**config.mk**
```make
export PLATFORM = sky130hd
export DESIGN_NAME = chess_layout_scanner
export DESIGN_NICKNAME = d
export VERILOG_FILES = /design/src/rtl/chess_layout_scanner.sv
export SDC_FILE = /design/constraint.sdc
export NUM_CORES = 1
export LEC_CHECK = 0
export ABC_AREA = 1
export CAP_MARGIN = 20
export CORE_MARGIN = 2
export CORE_UTILIZATION = 52
export CTS_CLUSTER_DIAMETER = 60
export DETAILED_ROUTE_END_ITERATION = 7
export PLACE_DENSITY = 0.81
export SLEW_MARGIN = 20
export SYNTH_ARGS = -nofsm -noshare
export SYNTH_HDL_FRONTEND = slang
export SYNTH_SLANG_ARGS = --single-unit
```
**constraint.sdc**
```tcl
create_clock -name clock -period 27.7 [get_ports clock]
set_clock_uncertainty 0.05 [all_clocks]
set_input_delay 8.31 -clock clock [delete_from_list [all_inputs] [get_ports clock]]
set_output_delay 8.31 -clock clock [all_outputs]
set_load 0.05 [all_outputs]
```
**src/rtl/chess_layout_scanner.sv**
```systemverilog
// Snapshots the flat 64-square chess layout and streams per-square records to the draw engine.
// Optional LAYOUT_DIFF_EN: emit only squares that changed since the last drawn frame.
module chess_layout_scanner #(
   parameter int CHESS_SQUARES = 64,
   parameter int SQUARE_WIDTH  = 8,
   parameter int MATRIX_WIDTH  = CHESS_SQUARES * SQUARE_WIDTH
) (
   input  logic                    clock,
   input  logic                    resetApp,
   input  logic [MATRIX_WIDTH-1:0] Layout,
   input  logic                    frameStart,
   input  logic                    sqReady,
   output logic                    sqValid,
   output logic [5:0]              sqIdx,
   output logic [2:0]              sqX,
   output logic [2:0]              sqY,
   output logic [3:0]              sqPiece,
   output logic [3:0]              sqSelect,
   output logic                    busy,
   output logic                    frameDone
);

   // Handshake: a record transfers on a cycle where sqValid && sqReady; while
   // sqValid is high without sqReady, every record field holds its value.
   typedef enum logic [2:0] {IDLE, CAPTURE, SCAN, EMIT, DONE} state_t;

   localparam logic [5:0] LAST_IDX = 6'(CHESS_SQUARES - 1);

   state_t                  state, next_state;
   logic [MATRIX_WIDTH-1:0] snapshot;
   logic [5:0]              idx;
   logic [SQUARE_WIDTH-1:0] cur_byte;
   logic                    dirty;
   logic                    last;

   assign cur_byte = snapshot[idx*SQUARE_WIDTH +: SQUARE_WIDTH];
   assign last     = (idx == LAST_IDX);

`ifdef LAYOUT_DIFF_EN
   logic [MATRIX_WIDTH-1:0] shadow;
   logic                    first_frame;

   assign dirty = first_frame | (cur_byte != shadow[idx*SQUARE_WIDTH +: SQUARE_WIDTH]);

   // Shadow tracks what the draw engine has actually accepted.
   always_ff @(posedge clock or posedge resetApp) begin
      if (resetApp) begin
         shadow      <= '0;
         first_frame <= 1'b1;
      end else begin
         if (state == EMIT && sqReady)
            shadow[idx*SQUARE_WIDTH +: SQUARE_WIDTH] <= cur_byte;
         if (state == DONE)
            first_frame <= 1'b0;
      end
   end
`else
   assign dirty = 1'b1;
`endif

   always_ff @(posedge clock or posedge resetApp) begin
      if (resetApp) state <= IDLE;
      else          state <= next_state;
   end

   always_comb begin
      next_state = state;
      case (state)
         IDLE:    if (frameStart) next_state = CAPTURE;
         CAPTURE: next_state = SCAN;
         SCAN:    if (dirty)      next_state = EMIT;
                  else if (last)  next_state = DONE;
         EMIT:    if (sqReady)    next_state = last ? DONE : SCAN;
         DONE:    next_state = IDLE;
         default: next_state = IDLE;
      endcase
   end

   // Moore outputs straight from state so an async reset drops them at once.
   always_comb begin
      sqValid   = (state == EMIT);
      busy      = (state != IDLE);
      frameDone = (state == DONE);
   end

   always_ff @(posedge clock or posedge resetApp) begin
      if (resetApp) begin
         snapshot <= '0;
         idx      <= '0;
         sqIdx    <= '0;
         sqPiece  <= '0;
         sqSelect <= '0;
      end else begin
         case (state)
            CAPTURE: begin
               snapshot <= Layout;
               idx      <= '0;
            end
            SCAN: begin
               if (dirty) begin
                  sqIdx    <= idx;
                  sqPiece  <= cur_byte[3:0];
                  sqSelect <= cur_byte[7:4];
               end else if (!last) begin
                  idx <= idx + 6'd1;
               end
            end
            EMIT: if (sqReady && !last) idx <= idx + 6'd1;
            default: ;
         endcase
      end
   end

   assign sqX = sqIdx[2:0];
   assign sqY = sqIdx[5:3];

endmodule

```
# Yosys cells after proc, flatten, opt, wreduce, memory -nomap -nowiden
# Index checks and enable logic that the tools add are counted.
dict set report totals {
  regBits 535
  input_bits 516
  output_inout_bits 23
}
dict set report classes {
  n_addsub 1
  n_eq_ne 8
  shifts 1
  mux 6
  reduce_logical 7
}
# op n
set ops {}
lappend ops {{variable part select 512 x 10 -> 8 bit} 1}
lappend ops {{case mux 3 bit (4 select lines)} 1}
lappend ops {{case mux 6 bit (2 select lines)} 1}
lappend ops {{two-way mux 3 bit} 3}
lappend ops {{adder 6 x 1 -> 6 bit (second input constant)} 1}
lappend ops {{== test 3 x 2 -> 1 bit (second input constant)} 2}
lappend ops {{== test 6 bit (second input constant)} 1}
lappend ops {{two-way mux 6 bit} 1}
lappend ops {{inequality test 2 bit (second input constant)} 2}
lappend ops {{AND reduction 2 bit} 2}
lappend ops {{== test 3 x 1 -> 1 bit (second input constant)} 1}
lappend ops {{== test 3 bit (second input constant)} 1}
lappend ops {{logical NOT 3 bit} 1}
lappend ops {{nonzero test 3 bit} 1}
lappend ops {{inequality test 2 x 1 -> 1 bit (second input constant)} 1}
lappend ops {{nonzero test 2 bit} 1}
lappend ops {{logical AND 1 bit} 1}
lappend ops {{logical NOT 1 bit} 1}

# Longest topological paths before layout
dict set report logic_depth {
  word_depth 5
  mapped_depth 14
  mapped_depth_nobuf 11
}

# Worst setup path before layout
# OpenSTA, ideal clock, no wires.
dict set report synth_path {
  path_kind {register to output}
  start {reg state[1]}
  end {out frameDone}
  arrival_time_ns 1.155
  slack_ns 18.185
  path_stages_with_launch 4
  n_path_buf 0
  cell_sequence {dfrtp_1 inv_2 nand2_1 nor2_1}
}
dict set report synth_between {
  elab_chain_cells 1
}
# item line_no
set synth_lines {}
lappend synth_lines {{from (decl)} 29} ;# state_t state, next_state;
lappend synth_lines {{from (signal assigned)} 63} ;# else state <= next_state;
lappend synth_lines {{== test 3 bit} 83} ;# frameDone = (state == DONE);
lappend synth_lines {{to (decl)} 20} ;# output logic frameDone
# Every way passes these cells.

==> qor.yml <==
fin_util_pct: 66.54
place_congestion: 0.8997
post-cts-setup-buffers: 0
wl_met1_um: 33690
min_path_cells: 2
cp-end-kind: "asynchronous set/reset pin"
finalNonFillerCells: 4515
ys_ff_latch: 535
num_vias: 24370
worst_pin_slew_ps: 1447
hold_ws_ps: 418.3
hpwl_um: 55630
synth_edf_count: 0
power.total_mw: 3.639
finalMaxSlewViolations: 0
cts_resized: 0
grt.total_usage_pct: 32.95
avgViaCountPerCell: 5.398
io_buffers: 538
cts_max_level: 2
arrival_ps: 11290
cts_made_buffers: 56
wl_met3_um: 7393
overflow: 0
fp-row-count: 81
outcome: "finished, final reports clean"
final_layout_size_suffix_gt1_share_pct: 3.087
syn_area_per_cell_um2: 7.372
worst-r2r-cell-count: 11
hold_buffers: 0
max_slew_margin_pct: 3.560
cts_buffer_depth: 3
setup_viol: 0
ys.flop_type: "dfrtp_1"
cp-start-kind: "input pin"
crit_required_ps: 28290
grt_pass1_wl_um: 128500
routedWlPerCell_um: 18.64
crit_path_frequent_cell: "buf_4"
cts_tree: "built"
cp_max_fo: 136
routed.top_layer: "met5"
post_synth_main_area_contributors: "dfrtp_1 (53%), nand2_1 (32%), nand3_1 (8.7%)"
period_needed_ps: 10710
crit_path_max_incr_delay_ps: 840
yosys.area.top_type: "dfrtp_1"
hold_path.class: "register to register"
syn_area_um2: 25480
cts.sinks: 535
synthCells: 3456
rsz0062_at_grt: "no"
path_cells: "clkdlybuf4s50_1 -> inv_8 -> buf_4 -> buf_4"
async_reset_ff_share_pct: 100.0
clk-insertion-delay-late_ps: 610
nNetsFinal: 4363
yosysUniqueCellTypes: 27
syn_to_final_growth_pct: 27.06
first_global_vias: 23230
fmax_mhz: 93.41
drt_iter0_markers: 2967
critPathKind: "input pin to asynchronous set/reset pin"
die_w_um: 225.3
syn_nets: 3973
io-pin-count: 539
cellLeakagePower_nw: 16.41
ys_seq_area_share_pct: 52.55
hold_viol_final: 0
period_share_pct: 38.65
clkSlewWorstSetupHoldPaths_ps: 60
remaining_drc_errors: 0
maxCapViolations: 0
antenna_found_initial: 15
dp_cells: 4410
synth.yosys.warnings: 0
first_pass_iters: 8
ir_drop_mv: 0.08394
pwr_density_cell_nw_per_um2: 112.4
coreArea_um2: 48650
grt_max_degree: 248
finalSetupTns_ps: 0
ant_nets: 0
die-area_um2: 50780
wl_met2_um: 38780
synth_top_cell_area_share_pct: 52.55
slowest_stage: "buf_4"
initial_core_util_pct: 52.37
finalWirelength_um: 84170
die_h_um: 225.3
cts_root_buffer: "clkbuf_16"
[placed cells by master, fill, tap and decap left out]
cell / instances
dfrtp_4: 3
o21ai_0: 8
clkdlybuf4s50_1: 538
o31ai_1: 3
xor2_1: 4
nand3_1: 444
inv_6: 1
clkinv_4: 1
buf_12: 3
bufinv_16: 4
nor3_4: 1
clkbuf_16: 57
nor3_2: 1
nand2_2: 1
nor4_1: 1
nor2_2: 1
nor2_1: 11
clkinvlp_4: 2
clkbuf_1: 20
nor2_4: 1
clkinv_2: 4
nand2_1: 2183
buf_4: 19
diode_2: 6
inv_2: 6
dfrtp_1: 532
inv_4: 1
ha_1: 1
or2_2: 1
a21oi_1: 1
clkbuf_8: 10
inv_1: 19
inv_8: 3
clkinv_1: 1
nand4_1: 1
[cells by family (layout without fill, tap and decap cells)]
group                    after synthesis  in the layout  synth area share, %
flip-flops                           535            535                52.55
AND/OR/NAND/NOR                     2646           2646                41.30
other                                  0              6                    0
XOR/XNOR                               4              4               0.1375
buffers and inverters                258            689                5.702
adder cells (fa/ha/maj)                1              1              0.04910
AO/OA/AOI/OAI                         12             12               0.2652
[worst max-delay path, delay by kind of cell]
family	cells	cell delay [ps]
buffers and inverters	4	2750
[sequential cells by signal, summed over array words and instances (netlist names)]
name,cells
idx,6
snapshot,512
sqIdx,6
sqPiece,4
sqSelect,4
state,3
[stage by stage]
stage / instance area, um^2 / worst slack [ps]
detailed placement: 30540 / 16260
global route: 32370 / 16560
global placement: 30540 / 16270
finish: 32370 / 16990
floorplan: 25480 / 4388
CTS: 32360 / 16900
[power breakdown]
part	total (mW)	switching, mW	internal [mW]
logic	1.49	0.993	0.493
registers	1.40	0.231	1.17
clock network	0.755	0.314	0.441
[final timing paths]
check / start / to / slack, ps
setup / recovery: resetApp / snapshot[312] / 16990
hold reg to reg: snapshot[409] / snapshot[409] / 420
setup reg to reg: idx[0] / idx[2] / 23700
min in group asynchronous: resetApp / snapshot[96] / 8240
max in group clock: state[1] / frameDone / 17140
hold / removal: snapshot[409] / snapshot[409] / 420
[cell type report]
| class | count | area, um^2 |
|---|---|---|
| inverters | 30 | 137.6 |
| flip-flops and latches | 535 | 13400 |
| clock inverters | 12 | 172.7 |
| clock buffers | 87 | 1639 |
| fillers | 4073 | 16280 |
| diodes | 6 | 15.01 |
| repair buffers | 560 | 5588 |
| multi-input cells | 2663 | 10640 |
| well taps | 622 | 778.2 |
[cell usage after synthesis (all sizes together) (2+ instances only)]
library cell,n
nand2,2184
dfrtp,535
nand3,444
buf,214
inv,29
clkbuf,14
nor2,13
o21ai,8
xor2,4
o31ai,3
nor3,2
[layer usage]
layer	GRT usage (%)	up-vias
li1	-	11470
met1	42.95	11550
met2	52.23	1101
met3	7.197	231
met4	16.41	18
met5	0	-
(Power assumes the default switching activity.)
